## src/rtl/fifo16_ctrl.sv

```systemverilog
// ---------------------------------------------------------------------------
// fifo16_ctrl
//
// 16-word synchronous FIFO controller with first-word-fall-through output.
// The storage is a 16 x DATA_W array with synchronous write and asynchronous
// read. It maps onto DATA_W 16x1 simple-dual-port distributed-RAM slices that
// share one write address and one read address.
//
// Parameters
//   DATA_W    data width in bits (1..32)
//   AF_LEVEL  ALMOST_FULL asserts when COUNT >= AF_LEVEL (1..16)
//   AE_LEVEL  ALMOST_EMPTY asserts when COUNT <= AE_LEVEL (0..15)
//
// Ports
//   CLK           in   clock; all state changes on its rising edge
//   RESETN        in   asynchronous active-low reset
//   WR_EN         in   write request
//   DI            in   write data [DATA_W]
//   RD_EN         in   read request; pops the word currently on DO
//   DO            out  head-of-FIFO word, valid in the same cycle (show-ahead)
//   EMPTY         out  FIFO holds 0 words
//   FULL          out  FIFO holds 16 words
//   ALMOST_FULL   out  COUNT >= AF_LEVEL
//   ALMOST_EMPTY  out  COUNT <= AE_LEVEL
//   COUNT         out  words stored, 0..16 [5]
//   OVERFLOW      out  one-cycle pulse after a rejected write
//   UNDERFLOW     out  one-cycle pulse after a rejected read
// ---------------------------------------------------------------------------
module fifo16_ctrl #(
    parameter int DATA_W   = 8,
    parameter int AF_LEVEL = 12,
    parameter int AE_LEVEL = 4
) (
    input  logic              CLK,
    input  logic              RESETN,
    input  logic              WR_EN,
    input  logic [DATA_W-1:0] DI,
    input  logic              RD_EN,
    output logic [DATA_W-1:0] DO,
    output logic              EMPTY,
    output logic              FULL,
    output logic              ALMOST_FULL,
    output logic              ALMOST_EMPTY,
    output logic [4:0]        COUNT,
    output logic              OVERFLOW,
    output logic              UNDERFLOW
);

    localparam logic [4:0] DEPTH    = 5'd16;
    localparam logic [4:0] AF_LVL   = 5'(AF_LEVEL);
    localparam logic [4:0] AE_LVL   = 5'(AE_LEVEL);

    // Storage: never reset, so it can live in LUT RAM.
    logic [DATA_W-1:0] mem [16];

    logic [3:0] wr_ptr;
    logic [3:0] rd_ptr;

    logic       wr_accept;
    logic       rd_accept;
    logic       wr_reject;
    logic       rd_reject;
    logic [4:0] count_next;

    // -----------------------------------------------------------------------
    // Request qualification.
    // A write is still accepted while FULL when a read pops the head in the
    // same cycle: the freed slot is the one the write pointer already points
    // at. A read while EMPTY is always rejected, even with a concurrent write,
    // because the head does not yet exist on DO.
    // -----------------------------------------------------------------------
    always_comb begin
        wr_accept = WR_EN & (~FULL | RD_EN);
        rd_accept = RD_EN & ~EMPTY;
        wr_reject = WR_EN & FULL & ~RD_EN;
        rd_reject = RD_EN & EMPTY;
    end

    // Next occupancy. Flags are registered from this value so they always
    // agree with COUNT in the same cycle.
    always_comb begin
        count_next = COUNT;
        case ({wr_accept, rd_accept})
            2'b10:   count_next = COUNT + 5'd1;
            2'b01:   count_next = COUNT - 5'd1;
            default: count_next = COUNT;
        endcase
    end

    // -----------------------------------------------------------------------
    // Array: synchronous write, asynchronous read at the read pointer.
    // -----------------------------------------------------------------------
    always_ff @(posedge CLK) begin
        if (wr_accept) begin
            mem[wr_ptr] <= DI;
        end
    end

    assign DO = mem[rd_ptr];

    // -----------------------------------------------------------------------
    // Pointers: 4-bit, wrap 15 -> 0 naturally.
    // -----------------------------------------------------------------------
    always_ff @(posedge CLK or negedge RESETN) begin
        if (!RESETN) begin
            wr_ptr <= 4'd0;
            rd_ptr <= 4'd0;
        end else begin
            if (wr_accept) begin
                wr_ptr <= wr_ptr + 4'd1;
            end
            if (rd_accept) begin
                rd_ptr <= rd_ptr + 4'd1;
            end
        end
    end

    // -----------------------------------------------------------------------
    // Occupancy, status flags and error pulses.
    // ALMOST_EMPTY resets high because COUNT=0 always satisfies 0 <= AE_LEVEL.
    // -----------------------------------------------------------------------
    always_ff @(posedge CLK or negedge RESETN) begin
        if (!RESETN) begin
            COUNT        <= 5'd0;
            EMPTY        <= 1'b1;
            FULL         <= 1'b0;
            ALMOST_FULL  <= 1'b0;
            ALMOST_EMPTY <= 1'b1;
            OVERFLOW     <= 1'b0;
            UNDERFLOW    <= 1'b0;
        end else begin
            COUNT        <= count_next;
            EMPTY        <= (count_next == 5'd0);
            FULL         <= (count_next == DEPTH);
            ALMOST_FULL  <= (count_next >= AF_LVL);
            ALMOST_EMPTY <= (count_next <= AE_LVL);
            // Re-evaluated every cycle, so back-to-back rejects keep it high.
            OVERFLOW     <= wr_reject;
            UNDERFLOW    <= rd_reject;
        end
    end

endmodule

```

## config.mk

```make
export PLATFORM = sky130hd
export DESIGN_NAME = fifo16_ctrl
export DESIGN_NICKNAME = d
export VERILOG_FILES = /design/src/rtl/fifo16_ctrl.sv
export SDC_FILE = /design/constraint.sdc
export NUM_CORES = 1
export LEC_CHECK = 0
export CAP_MARGIN = 20
export CORE_ASPECT_RATIO = 0.9
export CORE_MARGIN = 2
export CORE_UTILIZATION = 60
export DETAILED_ROUTE_END_ITERATION = 10
export PLACE_DENSITY = 0.8
export SLEW_MARGIN = 0
export SYNTH_ARGS = -nofsm -noshare
export SYNTH_HDL_FRONTEND = slang
export SYNTH_SLANG_ARGS = --single-unit
```

## constraint.sdc

```tcl
create_clock -name CLK -period 8.87 [get_ports CLK]
set_input_delay 1.774 -clock CLK [delete_from_list [all_inputs] [get_ports CLK]]
set_output_delay 1.774 -clock CLK [all_outputs]
set_load 0.02 [all_outputs]
```

==> impl_metrics.xml, run 1 <==
<?xml version="1.0" encoding="UTF-8"?>
<metrics>
  <group name="synth">
    <metric name="synth_fp_nets" unit="">310</metric>
    <metric name="synth_async_reset_ratio" unit="%">12.9</metric>
    <metric name="post_synth_most_frequent_cells" unit="">sky130_fd_sc_hd__edfxtp_1 (128), sky130_fd_sc_hd__mux4_2 (40), sky130_fd_sc_hd__dfrtp_1 (17)</metric>
    <metric name="syn_area_cell" unit="um^2">20.4</metric>
    <metric name="synth_top_area_share" unit="%">65.0</metric>
    <metric name="synth_area" unit="um^2">5910</metric>
    <metric name="synthFlopType" unit="">sky130_fd_sc_hd__edfxtp_1</metric>
    <metric name="synthCells" unit="">290</metric>
    <metric name="post-synth-top-count-cell" unit="">sky130_fd_sc_hd__edfxtp_1</metric>
    <metric name="synth-edff-count" unit="">128</metric>
    <metric name="synth_cell_type_count" unit="">38</metric>
    <metric name="part_of_the_yosys_area_used_for_sequential_elements" unit="%">73.1</metric>
    <metric name="synth_seq_cells" unit="">147</metric>
    <metric name="yosysTopAreaCell" unit="">sky130_fd_sc_hd__edfxtp_1</metric>
    <metric name="synth.yosys.warnings" unit="">0</metric>
    <metric name="ys_top_cells_by_area" unit="">sky130_fd_sc_hd__edfxtp_1 (65%), sky130_fd_sc_hd__mux4_2 (15%), sky130_fd_sc_hd__dfrtp_1 (7.2%), sky130_fd_sc_hd__ha_1 (1.7%), sky130_fd_sc_hd__xnor2_1 (1.2%)</metric>
  </group>
  <group name="clock_tree">
    <metric name="cts-hold-fix-buffers" unit="">0</metric>
    <metric name="cts.path.max_buffers" unit="">2</metric>
    <metric name="cts_num_sinks" unit="">147</metric>
    <metric name="htree_levels" unit="">4</metric>
    <metric name="tritoncts_clock_tree" unit="">done</metric>
    <metric name="cts.root.buffer_cell" unit="">sky130_fd_sc_hd__clkbuf_8</metric>
    <metric name="cts_setup_buffers" unit="">0</metric>
    <metric name="clk-insertion-delay-late" unit="ns">0.53</metric>
    <metric name="clk_pin_slew_worst_paths" unit="ns">0.07</metric>
    <metric name="ctsResizeCount" unit="">0</metric>
    <metric name="cts_buffers" unit="">17</metric>
  </group>
  <group name="timing">
    <metric name="final_sum_of_negative_setup_slack" unit="ns">0</metric>
    <metric name="final_min_period_over_clock_period" unit="%">54.9</metric>
    <metric name="worst_clock_skew" unit="ns">0.0155</metric>
    <metric name="finalHoldViolCount" unit="">0</metric>
    <metric name="timing.max_slew.rel_slack" unit="%">26.7</metric>
    <metric name="tightest_slew" unit="ns">1.09</metric>
    <metric name="layout_setup_ws" unit="ns">4.00</metric>
    <metric name="post-route-min-period" unit="ns">4.87</metric>
    <metric name="final.hold.worst_slack" unit="ns">0.566</metric>
    <metric name="setup_viol" unit="">0</metric>
    <metric name="rsz_0062_raised_after_global_routing" unit="">false</metric>
    <metric name="finalMaxSlewViolations" unit="">0</metric>
    <metric name="clock.fmax" unit="MHz">205</metric>
  </group>
  <group name="grt">
    <metric name="grt_antenna_before_repair" unit="">0</metric>
    <metric name="grt_pass1_vias" unit="">3035</metric>
    <metric name="grt_max_degree" unit="">36</metric>
    <metric name="wire_length_of_the_first_global_routing_pass" unit="um">17700</metric>
    <metric name="grt.overflow.total" unit="">0</metric>
    <metric name="grt_usage" unit="%">24.1</metric>
  </group>
  <group name="setup_path">
    <metric name="cp_common_cell" unit="">sky130_fd_sc_hd__mux4_2</metric>
    <metric name="setup.worst_path.start" unit="">rd_ptr[0]</metric>
    <metric name="reg2reg_from" unit="">FULL</metric>
    <metric name="data_arrival_time_of_the_critical_path" unit="ns">3.09</metric>
    <metric name="cp_data_required_time" unit="ns">7.10</metric>
    <metric name="crit_fanout" unit="">35</metric>
    <metric name="worst_setup_path_end_kind" unit="">output pin</metric>
    <metric name="cell_with_the_largest_stage_delay_on_the_worst_path" unit="">sky130_fd_sc_hd__mux4_2</metric>
    <metric name="cp_cell_sequence" unit="">buf_4 &gt; mux4_2 &gt; mux4_2 &gt; clkdlybuf4s50_1</metric>
    <metric name="timing.setup.critical_path_class" unit="">reg2out</metric>
    <metric name="max_stage_delay" unit="ns">0.61</metric>
    <metric name="worst_setup_path_start_kind" unit="">flip-flop</metric>
  </group>
  <group name="pwr">
    <metric name="power_report.internal_total" unit="mW">1.64</metric>
    <metric name="power_frac_comb" unit="%">31.7</metric>
    <metric name="power.total" unit="mW">2.38</metric>
    <metric name="seq_power_share" unit="%">39.6</metric>
    <metric name="powerDensity" unit="nW/um^2">343</metric>
    <metric name="worst_ir_drop_vdd" unit="mV">0.246</metric>
    <metric name="p_sw" unit="mW">0.741</metric>
    <metric name="power_leakage" unit="nW">2.31</metric>
    <metric name="power_frac_clock" unit="%">28.7</metric>
    <metric name="switching_share" unit="%">31.1</metric>
  </group>
  <group name="die">
    <metric name="chipWidth" unit="um">109</metric>
    <metric name="floorplan.die.height" unit="um">98.2</metric>
    <metric name="design.die.area" unit="um^2">10700</metric>
    <metric name="floorplan.core_area" unit="um^2">9610</metric>
    <metric name="placementRows" unit="">34</metric>
    <metric name="initial_core_util" unit="%">61.5</metric>
    <metric name="floorplan.io_pins" unit="">31</metric>
  </group>
  <group name="finish">
    <metric name="fillerInstances" unit="">583</metric>
    <metric name="finalNetCount" unit="">349</metric>
    <metric name="post-route-util" unit="%">72.2</metric>
    <metric name="n_antenna_cell" unit="">0</metric>
    <metric name="final_layout_size_suffix_gt1_share" unit="%">26.3</metric>
    <metric name="layout.area.seq" unit="um^2">4320</metric>
    <metric name="multiInputGateArea" unit="um^2">1500</metric>
    <metric name="area_delta_synth_final" unit="%">17.4</metric>
    <metric name="instances_no_fill" unit="">468</metric>
    <metric name="non_filler_cell_area_final" unit="um^2">6940</metric>
  </group>
  <group name="route">
    <metric name="dr.pass1.iters" unit="">5</metric>
    <metric name="drt_first_iter_violations" unit="">189</metric>
    <metric name="dr_total_vias" unit="">2892</metric>
    <metric name="avgRoutedWirePerCell" unit="um">24.9</metric>
    <metric name="totalWireLength" unit="um">11600</metric>
    <metric name="route.detailed.drc" unit="">0</metric>
    <metric name="avgViaCountPerCell" unit="">6.18</metric>
    <metric name="antenna_violating_nets_post_route" unit="">0</metric>
  </group>
  <group name="placed_design">
    <metric name="routabilityCongestion" unit="">0.721</metric>
    <metric name="cell_count_after_placement" unit="">435</metric>
    <metric name="placement.io_buffers" unit="">30</metric>
    <metric name="dp_worst_setup_slack" unit="ns">3.82</metric>
    <metric name="placement.cell_area" unit="um^2">6360</metric>
    <metric name="dp_hpwl" unit="um">6550</metric>
  </group>
  <group name="flow_run">
    <metric name="max-cap-violations" unit="">0</metric>
  </group>
  <group name="outcome">
    <metric name="status" unit="">finished clean</metric>
  </group>
  <group name="worst_hold_path">
    <metric name="hp_class" unit="">reg2reg</metric>
    <metric name="hold_path.startpoint" unit="">FULL</metric>
  </group>
</metrics>
cells by family after synthesis:
family                   count (synthesis)  share of synthesized area, %
AO/OA/AOI/OAI                           15                          1.88
AND/OR/NAND/NOR                         40                          3.87
XOR/XNOR                                12                          1.91
buffers and inverters                   26                          1.91
flip-flops                             147                          73.1
multiplexers                            42                          15.6
adder cells (fa/ha/maj)                  8                          1.69
per-layer routing:
metal / global-route usage, % / part of all wire, % / vias up
met4: 9.27 / 1.7 / 0
met1: 32.1 / 41 / 1531
li1: - / - / 1243
met5: 0 / 0 / -
met2: 38.8 / 53 / 101
met3: 5.94 / 5.0 / 17
final timing paths:
| kind | to | slack [ns] | depth (start not counted) |
|---|---|---|---|
| min in group asynchronous | ALMOST_FULL | 1.73 | 1 |
| hold reg to reg | OVERFLOW | 0.57 | 2 |
| hold / removal | OVERFLOW | 0.57 | 2 |
| setup / recovery | DO[4] | 4.00 | 4 |
| max in group asynchronous | rd_ptr[0] | 6.55 | 1 |
| setup reg to reg | FULL | 5.67 | 11 |
critical path: cells and delay by family (launching register included):
family | cells | cell delay (ns)
buffers and inverters | 2 | 1.10
muxes | 2 | 1.10
DFF | 1 | 0.34
area by class of cell:
cell class / count / area share (%)
sequential: 147 / 62.3
multi-input combinational: 117 / 21.6
clock buffer: 18 / 6.02
timing repair buffer: 37 / 5.14
tap: 126 / 2.27
clock inverter: 14 / 2.16
inverter: 9 / 0.487
cell usage in the layout (no fill, tap or decap), types with 3 or more instances in the layout:
cell                              count
sky130_fd_sc_hd__edfxtp_1           128
sky130_fd_sc_hd__ha_1                 8
sky130_fd_sc_hd__nand2_1              5
sky130_fd_sc_hd__inv_1                9
sky130_fd_sc_hd__clkdlybuf4s50_1     30
sky130_fd_sc_hd__buf_4                6
sky130_fd_sc_hd__mux4_2              40
sky130_fd_sc_hd__nor3b_1              3
sky130_fd_sc_hd__a21oi_1              3
sky130_fd_sc_hd__a211oi_1             3
sky130_fd_sc_hd__clkbuf_16           16
sky130_fd_sc_hd__nor2_1               8
sky130_fd_sc_hd__and2_1              10
sky130_fd_sc_hd__xor2_1               3
sky130_fd_sc_hd__clkinv_4             3
sky130_fd_sc_hd__dfrtp_1             16
sky130_fd_sc_hd__nor4_2               4
sky130_fd_sc_hd__inv_6                5
sky130_fd_sc_hd__xnor2_1              8
state kept, by name, summed over array words and instances (netlist names):
signal        cells
mem             128
COUNT             5
rd_ptr            4
wr_ptr            4
ALMOST_EMPTY      1
ALMOST_FULL       1
EMPTY             1
FULL              1
OVERFLOW          1
UNDERFLOW         1
power by group through the flow:
stage / registers (mW) / clock network [mW] / logic (mW)
global placement: 0.947 / 0 / 0.745
global route: 0.954 / 0.716 / 0.811
detailed placement: 0.954 / 0 / 0.754
floorplan: 0.921 / 0 / 0.537
finish: 0.943 / 0.684 / 0.755
CTS: 0.943 / 0.691 / 0.764
No activity file was read; power rests on OpenSTA's default activity.
==> run 2, diff against run 1 <==
--- a/config.mk
+++ b/config.mk
@@ -8,9 +8,9 @@
 export CAP_MARGIN = 20
 export CORE_ASPECT_RATIO = 0.9
 export CORE_MARGIN = 2
-export CORE_UTILIZATION = 60
+export CORE_UTILIZATION = 59
 export DETAILED_ROUTE_END_ITERATION = 10
-export PLACE_DENSITY = 0.8
+export PLACE_DENSITY = 0.79
 export SLEW_MARGIN = 0
 export SYNTH_ARGS = -nofsm -noshare
 export SYNTH_HDL_FRONTEND = slang
==> constraint.sdc (replaced) <==
create_clock -name CLK -period 4.95 [get_ports CLK]
set_input_delay 0.99 -clock CLK [delete_from_list [all_inputs] [get_ports CLK]]
set_output_delay 0.99 -clock CLK [all_outputs]
set_load 0.02 [all_outputs]
==> run 2 against run 1 <==
Clock power rose by 94%. Via count rose by 0.28%. Sequential share of layout area fell by 0.45 points.
==> impl_metrics.xml, run 2 (synthesis gave the netlist of run 1 again) <==
<?xml version="1.0" encoding="UTF-8"?>
<metrics>
  <group name="route">
    <metric name="dr_total_vias" unit="">2900</metric>
    <metric name="route.detailed.drc" unit="">0</metric>
    <metric name="dr.pass1.iters" unit="">4</metric>
    <metric name="avgViaCountPerCell" unit="">6.21</metric>
    <metric name="drt_first_iter_violations" unit="">310</metric>
    <metric name="avgRoutedWirePerCell" unit="um">26.1</metric>
    <metric name="totalWireLength" unit="um">12200</metric>
    <metric name="antenna_violating_nets_post_route" unit="">0</metric>
  </group>
  <group name="worst_hold_path">
    <metric name="hp_class" unit="">reg2reg</metric>
    <metric name="worstHoldPathCells" unit="">1</metric>
    <metric name="hold_path.startpoint" unit="">COUNT[4]</metric>
    <metric name="min_to" unit="">COUNT[4]</metric>
  </group>
  <group name="setup_path">
    <metric name="data_arrival_time_of_the_critical_path" unit="ns">3.19</metric>
    <metric name="timing.setup.critical_path_class" unit="">reg2out</metric>
    <metric name="r2r_slack" unit="ns">1.86</metric>
    <metric name="max_stage_delay" unit="ns">0.78</metric>
    <metric name="crit_fanout" unit="">19</metric>
    <metric name="r2r_end" unit="">FULL</metric>
    <metric name="cell_with_the_largest_stage_delay_on_the_worst_path" unit="">sky130_fd_sc_hd__dfrtp_2</metric>
    <metric name="cp_cell_sequence" unit="">buf_12 &gt; mux4_2 &gt; mux4_2 &gt; clkdlybuf4s50_1</metric>
    <metric name="reg2reg_from" unit="">FULL</metric>
    <metric name="worst_setup_path_start_kind" unit="">flip-flop</metric>
    <metric name="r2r_cells" unit="">11</metric>
    <metric name="cp_data_required_time" unit="ns">3.96</metric>
    <metric name="cp_common_cell" unit="">sky130_fd_sc_hd__mux4_2</metric>
    <metric name="worst_setup_path_end_kind" unit="">output pin</metric>
  </group>
  <group name="timing">
    <metric name="final_sum_of_negative_setup_slack" unit="ns">0</metric>
    <metric name="worst_clock_skew" unit="ns">0.0126</metric>
    <metric name="tightest_slew" unit="ns">1.07</metric>
    <metric name="finalHoldViolCount" unit="">0</metric>
    <metric name="setup_viol" unit="">0</metric>
    <metric name="final_min_period_over_clock_period" unit="%">84.4</metric>
    <metric name="clock.fmax" unit="MHz">239</metric>
    <metric name="final.hold.worst_slack" unit="ns">0.548</metric>
    <metric name="rsz_0062_raised_after_global_routing" unit="">false</metric>
    <metric name="timing.max_slew.rel_slack" unit="%">28.1</metric>
    <metric name="post-route-min-period" unit="ns">4.18</metric>
    <metric name="finalMaxSlewViolations" unit="">0</metric>
  </group>
  <group name="finish">
    <metric name="layout.area.seq" unit="um^2">4320</metric>
    <metric name="layout_common_cells" unit="">sky130_fd_sc_hd__edfxtp_1 (128), sky130_fd_sc_hd__mux4_2 (40), sky130_fd_sc_hd__clkdlybuf4s50_1 (30), sky130_fd_sc_hd__dfrtp_1 (16), sky130_fd_sc_hd__clkbuf_16 (16)</metric>
    <metric name="largest_register_ffs" unit="">128</metric>
    <metric name="n_antenna_cell" unit="">0</metric>
    <metric name="non_filler_cell_area_final" unit="um^2">6990</metric>
    <metric name="final_layout_size_suffix_gt1_share" unit="%">26.7</metric>
    <metric name="largestRegisters" unit="">mem: 128 flops, COUNT: 5 flops</metric>
    <metric name="area_delta_synth_final" unit="%">18.3</metric>
    <metric name="fillerInstances" unit="">568</metric>
    <metric name="final_common_cell" unit="">sky130_fd_sc_hd__edfxtp_1</metric>
    <metric name="registers.top_by_ff_count" unit="">mem</metric>
    <metric name="multiInputGateArea" unit="um^2">1500</metric>
    <metric name="finalNetCount" unit="">348</metric>
  </group>
  <group name="pwr">
    <metric name="power_leakage" unit="nW">2.32</metric>
    <metric name="powerDensity" unit="nW/um^2">630</metric>
    <metric name="power_report.internal_total" unit="mW">3.06</metric>
    <metric name="worst_ir_drop_vdd" unit="mV">0.429</metric>
    <metric name="switching_share" unit="%">30.6</metric>
    <metric name="power_frac_comb" unit="%">30.2</metric>
    <metric name="p_sw" unit="mW">1.35</metric>
    <metric name="seq_power_share" unit="%">39.7</metric>
    <metric name="power_frac_clock" unit="%">30.1</metric>
  </group>
  <group name="placed_design">
    <metric name="dp_hpwl" unit="um">6800</metric>
    <metric name="placement.cell_area" unit="um^2">6370</metric>
    <metric name="placement.io_buffers" unit="">30</metric>
    <metric name="routabilityCongestion" unit="">0.780</metric>
  </group>
  <group name="clock_tree">
    <metric name="cts_buffers" unit="">17</metric>
    <metric name="cts.path.max_buffers" unit="">2</metric>
    <metric name="clk_pin_slew_worst_paths" unit="ns">0.06</metric>
    <metric name="cts.root.buffer_cell" unit="">sky130_fd_sc_hd__clkbuf_8</metric>
    <metric name="ctsResizeCount" unit="">0</metric>
    <metric name="cts_setup_buffers" unit="">0</metric>
    <metric name="clk-insertion-delay-late" unit="ns">0.52</metric>
    <metric name="tritoncts_clock_tree" unit="">done</metric>
    <metric name="cts_num_sinks" unit="">147</metric>
    <metric name="htree_levels" unit="">4</metric>
    <metric name="cts-hold-fix-buffers" unit="">0</metric>
  </group>
  <group name="grt">
    <metric name="grt.overflow.total" unit="">0</metric>
    <metric name="grt_usage" unit="%">25.2</metric>
    <metric name="grt_max_degree" unit="">27</metric>
    <metric name="wire_length_of_the_first_global_routing_pass" unit="um">18500</metric>
    <metric name="grt_pass1_vias" unit="">3050</metric>
    <metric name="grt_antenna_before_repair" unit="">0</metric>
  </group>
  <group name="flow_run">
    <metric name="max-cap-violations" unit="">0</metric>
  </group>
  <group name="die">
    <metric name="floorplan.core_area" unit="um^2">9700</metric>
    <metric name="chipWidth" unit="um">110</metric>
    <metric name="initial_core_util" unit="%">60.9</metric>
    <metric name="floorplan.die.height" unit="um">99.0</metric>
    <metric name="floorplan.io_pins" unit="">31</metric>
    <metric name="design.die.area" unit="um^2">10800</metric>
    <metric name="placementRows" unit="">34</metric>
  </group>
  <group name="outcome">
    <metric name="status" unit="">finished clean</metric>
  </group>
</metrics>
==> run 2: cell types whose count changed in the layout (fill, tap and decap cells not counted), sizes merged <==
cell,change
clkinv,-5
clkinvlp,+3
bufinv,+2
buf,-1
==> run 2: layout make-up <==
type                    instances  area share, %
repair buffers                 36           5.12
clock inverters                14           2.85
flip-flops and latches        147           61.8
well taps                     126           2.26
clock buffers                  18           5.98
multi-input cells             117           21.5
inverters                       9          0.483
==> run 2: per-stage QoR <==
| stage | setup WS [ns] | util, % | power, mW | std cells |
|---|---|---|---|---|
| 4_1_cts | 0.689 | 72.1 | 4.44 | 467 |
| 5_1_grt | 0.598 | 72.1 | 4.59 | 467 |
| 3_5_place_dp | 0.696 | 65.7 | 3.08 | 435 |
| 6_report | 0.770 | 72.1 | 4.40 | 467 |
| 3_3_place_gp | 0.875 | 65.7 | 3.05 | 435 |
| 2_1_floorplan | 1.46 | - | 2.61 | 290 |
==> run 2: power groups by stage <==
stage               combinational (mW)  sequential (mW)  clock, mW
finish                            1.33             1.75       1.33
floorplan                        0.962             1.65          0
detailed placement                1.32             1.77          0
global route                      1.41             1.78       1.39
global placement                  1.29             1.76          0
CTS                               1.34             1.75       1.34
==> run 2: worst max-delay path by stage <==
stage / start / endpoint / slack (ns) / depth (start not counted)
3_5_place_dp: RD_EN / FULL / 0.70 / 12
5_1_grt: rd_ptr[0] / DO[1] / 0.60 / 4
3_3_place_gp: RD_EN / FULL / 0.87 / 12
6_report: rd_ptr[0] / DO[1] / 0.77 / 4
2_1_floorplan: RD_EN / FULL / 1.46 / 13
4_1_cts: rd_ptr[0] / DO[1] / 0.69 / 4
==> run 2: per-layer routing <==
| layer | wire, um | GRT usage [%] |
|---|---|---|
| met1 | 4930 | 34.4 |
| met2 | 6260 | 38.1 |
| met3 | 750 | 8.20 |
| met4 | 246 | 10.4 |
| met5 | 0 | 0 |
==> run 2: worst max-delay path, delay by kind of cell (launching register included) <==
kind | cells | cell delay, ns
buffers and inverters | 2 | 0.83
DFF | 1 | 0.78
muxes | 2 | 1.06
